**config.mk**
```make
export PLATFORM = sky130hd
export DESIGN_NAME = pipe_reg32_skid
export DESIGN_NICKNAME = d
export VERILOG_FILES = /design/src/rtl/pipe_reg32_skid_pkg.sv /design/src/rtl/pipe_reg32_skid_reg_en_w.sv /design/src/rtl/pipe_reg32_skid.sv
export SDC_FILE = /design/constraint.sdc
export NUM_CORES = 1
export LEC_CHECK = 0
export ABC_AREA = 1
export CORE_MARGIN = 8
export CORE_UTILIZATION = 56
export CTS_BUF_LIST = sky130_fd_sc_hd__clkbuf_4 sky130_fd_sc_hd__clkbuf_8
export DETAILED_ROUTE_END_ITERATION = 10
export PLACE_DENSITY = 0.95
export SYNTH_ARGS = -nofsm -noshare
export SYNTH_HDL_FRONTEND = slang
export SYNTH_HIERARCHICAL = 1
export SYNTH_SLANG_ARGS = --single-unit
```
**constraint.sdc**
```tcl
create_clock -name clk -period 2.1 [get_ports clk]
set_input_delay 0.315 -clock clk [delete_from_list [all_inputs] [get_ports clk]]
set_output_delay 0.315 -clock clk [all_outputs]
set_load 0.01 [all_outputs]
```
**src/rtl/pipe_reg32_skid_pkg.sv**
```systemverilog
// Shared constants for the pipe_reg32_skid stage: default widths and FSM state encodings.
package pipe_reg32_skid_pkg;

    localparam int DEF_WIDTH   = 32;
    localparam int DEF_COUNT_W = 16;

    // 2'b11 is unused; the FSM treats it as illegal and returns to EMPTY.
    localparam logic [1:0] ST_EMPTY = 2'b00;
    localparam logic [1:0] ST_BUSY  = 2'b01;
    localparam logic [1:0] ST_FULL  = 2'b10;

endpackage

```
**src/rtl/pipe_reg32_skid_reg_en_w.sv**
```systemverilog
// Width-parameterised register with asynchronous active-high clear and load enable.
module reg_en_w #(
    parameter int WIDTH = 33
) (
    input  logic             clk,
    input  logic             reset,
    input  logic             en,
    input  logic [WIDTH-1:0] d,
    output logic [WIDTH-1:0] q
);

    logic [WIDTH-1:0] q_reg;

    always_ff @(posedge clk or posedge reset) begin
        if (reset) begin
            q_reg <= '0;
        end else if (en) begin
            q_reg <= d;
        end
    end

    assign q = q_reg;

endmodule

```
**src/rtl/pipe_reg32_skid.sv**
```systemverilog
// Valid/ready pipeline stage with one skid entry behind the 32-bit operand mux.
// Carries the mux select as a tag and counts delivered words.
module pipe_reg32_skid
    import pipe_reg32_skid_pkg::*;
#(
    parameter int WIDTH   = DEF_WIDTH,
    parameter int COUNT_W = DEF_COUNT_W
) (
    input  logic               clk,
    input  logic               reset,
    input  logic               in_valid,
    output logic               in_ready,
    input  logic [WIDTH-1:0]   in_data,
    input  logic               in_sel,
    output logic               out_valid,
    input  logic               out_ready,
    output logic [WIDTH-1:0]   out_data,
    output logic               out_sel,
    output logic [COUNT_W-1:0] xfer_count
);

    logic [1:0]         state_reg;
    logic [1:0]         state_next;
    logic               accept;
    logic               deliver;
    logic               load_main;
    logic               load_skid;
    logic               main_from_skid;
    logic [WIDTH:0]     in_word;
    logic [WIDTH:0]     main_d;
    logic [WIDTH:0]     main_q;
    logic [WIDTH:0]     skid_q;
    logic [COUNT_W-1:0] xfer_count_reg;

    // Handshake decode depends only on the state register, so out_ready never reaches in_ready.
    assign out_valid = (state_reg != ST_EMPTY);
    assign in_ready  = (state_reg != ST_FULL);
    assign accept    = in_valid & in_ready;
    assign deliver   = out_valid & out_ready;

    assign in_word = {in_sel, in_data};
    assign main_d  = main_from_skid ? skid_q : in_word;

    always_comb begin
        state_next     = state_reg;
        load_main      = 1'b0;
        load_skid      = 1'b0;
        main_from_skid = 1'b0;
        case (state_reg)
            ST_EMPTY: begin
                if (accept) begin
                    load_main  = 1'b1;
                    state_next = ST_BUSY;
                end
            end
            ST_BUSY: begin
                if (accept && deliver) begin
                    load_main = 1'b1;
                end else if (accept) begin
                    load_skid  = 1'b1;
                    state_next = ST_FULL;
                end else if (deliver) begin
                    state_next = ST_EMPTY;
                end
            end
            ST_FULL: begin
                if (deliver) begin
                    load_main      = 1'b1;
                    main_from_skid = 1'b1;
                    state_next     = ST_BUSY;
                end
            end
            default: state_next = ST_EMPTY;
        endcase
    end

    always_ff @(posedge clk or posedge reset) begin
        if (reset) begin
            state_reg <= ST_EMPTY;
        end else begin
            state_reg <= state_next;
        end
    end

    always_ff @(posedge clk or posedge reset) begin
        if (reset) begin
            xfer_count_reg <= '0;
        end else if (deliver) begin
            xfer_count_reg <= xfer_count_reg + COUNT_W'(1);
        end
    end

    reg_en_w #(.WIDTH(WIDTH + 1)) u_main (
        .clk   (clk),
        .reset (reset),
        .en    (load_main),
        .d     (main_d),
        .q     (main_q)
    );

    reg_en_w #(.WIDTH(WIDTH + 1)) u_skid (
        .clk   (clk),
        .reset (reset),
        .en    (load_skid),
        .d     (in_word),
        .q     (skid_q)
    );

    assign out_sel    = main_q[WIDTH];
    assign out_data   = main_q[WIDTH-1:0];
    assign xfer_count = xfer_count_reg;

endmodule

```
==> out/metrics.sh <==
RUN_STATUS='finished clean'
DR.FIRST_ITER.DRC_COUNT=153
YS_DOMINANT_REG_CELL='dfrtp_1'
NUMBER_OF_NETS_PRODUCED_BY_SYNTHESIS=551
SYNTH-EDFF-COUNT=0
SETUP_TOTAL_NEGATIVE_SLACK_NS=0
POST-ROUTE-DRC-COUNT=0
YOSYS-TOP-CELLS-AREA='dfrtp_1, nand2_1, nand2_2'
CLK_ROOT_BUFFER_CELL='clkbuf_8'
DRT_PASS1_ITERATIONS=5
INSERTION_DELAY_NS=0.35
NUM_ROWS=31
POSTCTSSETUPREPAIRBUFS=0
DETAILROUTE.VIA_COUNT=3528
CP_MAX_FO=4
DIE-WIDTH_UM=101
CRITICAL_PATH_REQUIRED_TIME_NS=1.78
GRT.OVERFLOW.TOTAL=0
HOLD_VIOL_FINAL=0
CTS_HTREE_LEVELS=3
INITIAL_UTILIZATION_PCT=56.6
MAXSLEWVIOLCOUNT=0
ANTENNA_LEFT=0
LEAKAGEPOWER_nW=2.68
ROUTED_VIA_DENSITY=5.03
GRT_PASS1_WL_UM=16700
NETLIST.AREA_LEADER.SHARE_PCT=52.3
ANTENNA_FOUND_INITIAL=0
CRITPATHTOPFAMILY='buffers and inverters'
CRITPATHARRIVALTIME_NS=1.53
POST_CTS_HOLD_BUFFER_COUNT=0
PLACEABLECOREAREA_MM2=0.00710
SYNTH.YOSYS.WARNINGS=6
PLACEMENT.CELL_AREA_MM2=0.00492
POST_CTS_RESIZE_COUNT=0
TRACK_USAGE_PCT=20.8
DESIGN.DIE.AREA_MM2=0.0101
IO_PINS=88
DIODE_INSERTION_COUNT_FOR_ANTENNA_REPAIR=0
IR_WORST_VDD_mV=0.775
FINAL_NET_COUNT=636
NETLIST_INSTANCES=513
ASYNCSETRESETFLOPFRACSYNTH_PCT=100
TIMING.CRITICAL_PATH.CELLS='inv_1 > nand2_1 > clkdlybuf4s50_1'
SETUP_VIOL_COUNT_FINAL=0
ENDPOINT_KIND='output port'
SYN_AREA_PER_CELL_UM2=7.84
YOSYS-TOP-CELLS-COUNT='nand2_1, dfrtp_1, nand2_2'
CRITICAL_PATH_CLASS='reg2out'
CTS_MADE_BUFFERS=9
PWR_DENSITY_CELL_mW_PER_MM2=1280
MOST_REPEATED_CELL_IN_THE_GATE_LEVEL_NETLIST_AFTER_SYNTHESIS='nand2_1'
POSTLAYOUTCELLAREA_MM2=0.00512
SLEW_HEADROOM_PCT=56.4
GRT_PASS1_VIAS=3613
ROUTEDWLPERCELL_UM=14.4
CLOCK_PIN_SLEW_REPORTED_FOR_THE_WORST_SETUP_AND_HOLD_PATHS_AFTER_CLOCK_TREE_SYNTHESIS_NS=0.08
DRV_CAP=0
PLACE_HPWL_UM=7290
DRIVE_ABOVE_1_SHARE_PCT=9.95
FIN_CRIT_NS=1.85
CRITPATHLAUNCHTYPE='register'
DIE_Y_UM=101
AREA_GROWTH_FROM_SYNTHESIS_TO_LAYOUT_PCT=27.4
PLACE.PORT_BUFFERS=87
CTS_TREE='done'
CTSLONGESTPATHBUFFERS=2
CLOCK_SKEW_NS=0.0104
WORST_PATH_MAX_DELAY_CELL='clkdlybuf4s50_1'
PLACE.GP.CONGESTION=0.894
MAX_CLOCK_FREQ_MHz=541
WORST_PIN_SLEW_NS=0.653
LARGEST_NET_DEGREE_AT_THE_START_OF_GLOBAL_ROUTING=35
SYNTH_TOP_AREA_CELL='dfrtp_1'
WORSTHOLDPATHTYPE='in2async'
YOSYSSEQAREASHARE_PCT=52.3
TIMING.CRITICAL_PATH.BUF_INV=2
CTS_NUM_SINKS=84
YOSYS.CELL_TYPES.COUNT=26
PERIOD_UTILIZATION_POST_ROUTE_PCT=88.1
CRIT_PATH_MAX_INCR_DELAY_NS=0.55
POSTROUTEWIRELENGTH_UM=10100
SYNTH_SEQ_CELLS=84
AREA_OF_THE_MAPPED_NETLIST_MM2=0.00402
RSZ_0062_RAISED_AFTER_GLOBAL_ROUTING='false'
==> per-layer routing <==
layer / up-vias / GRT usage, % / wire length, µm / share of wire (%)
li1: 1699 / - / - / -
met1: 1624 / 23.6 / 3910 / 39
met2: 177 / 35.7 / 5080 / 50
met3: 28 / 6.56 / 936 / 9.2
met4: 0 / 8.02 / 197 / 1.9
met5: - / 0 / 0 / 0
==> area by class of cell <==
type	count	area, µm²
Clock buffer	12	153
Fill cell	515	1980
Clock inverter	4	48.8
Timing Repair Buffer	95	956
Sequential cell	84	2100
Multi-Input combinational cell	383	1630
Inverter	25	109
Tap cell	99	124
==> path summary, 6_finish.rpt <==
check / start / endpoint / slack [ns] / depth (start not counted)
worst max-delay path: state_reg[1]$_DFFE_PP0P_ / out_valid / 0.25 / 3
worst min-delay path: reset / u_skid/q[28]$_DFFE_PP0P_ / 0.31 / 2
worst max register to register: state_reg[1]$_DFFE_PP0P_ / u_skid/q[31]$_DFFE_PP0P_ / 0.50 / 7
worst min register to register: u_main/q[17]$_DFFE_PP0P_ / u_main/q[17]$_DFFE_PP0P_ / 0.48 / 2
max in group asynchronous: reset / xfer_count[15]$_DFFE_PP0P_ / 1.25 / 2
min in group clk: u_main/q[17]$_DFFE_PP0P_ / u_main/q[17]$_DFFE_PP0P_ / 0.48 / 2
==> per-stage QoR <==
| stage | setup WS, ns | total power, mW | std cells | hold WS (ns) | util [%] |
|---|---|---|---|---|---|
| after floorplan | 0.830 | 4.27 | 513 | 0.254 | - |
| after global placement | 0.323 | 5.26 | 686 | 0.452 | 69.3 |
| after detailed placement | 0.246 | 5.43 | 686 | 0.459 | 69.3 |
| after CTS | 0.256 | 6.61 | 702 | 0.319 | 72.2 |
| after global routing | 0.165 | 7.00 | 702 | 0.345 | 72.2 |
| final | 0.250 | 6.58 | 702 | 0.312 | 72.2 |
==> report_power, final <==
part	internal [mW]	leakage [nW]	switching, mW
Clock	0.608	0.107	0.558
Sequential	2.33	1.05	0.478
Combinational	1.22	1.52	1.38
==> cell usage in the layout (no fill, tap or decap) <==
cell	instances
a21oi_1	1
buf_12	2
buf_4	6
bufinv_16	1
clkbuf_4	2
clkbuf_8	10
clkdlybuf4s50_1	87
clkinv_2	2
clkinv_4	1
dfrtp_1	84
ha_1	1
inv_1	20
inv_2	3
inv_8	2
mux2_2	1
nand2_1	314
nand2_2	22
nand3_1	2
nand3_2	2
nand3b_1	4
nand4_1	3
nor2_1	13
nor2_2	3
nor2_4	2
nor3_2	1
o21ai_0	3
o21ai_1	1
o21bai_1	1
xnor2_1	4
xor2_1	5
==> cell families after synthesis <==
kind of cell,count (synthesis),synth area share [%]
simple gates,366,37.1
flops,84,52.3
buf+inv,46,7.28
xor+xnor,9,1.96
compound gates,6,0.809
mux,1,0.280
fa+ha+maj,1,0.311
==> worst reg2reg max path, delay by kind of cell, from the launching register on <==
kind                   cells  cell delay (ns)
AND/OR/NAND/NOR            4             0.59
buffers and inverters      3             0.48
flip-flops                 1             0.44
No activity file was read; power rests on OpenSTA's default activity.
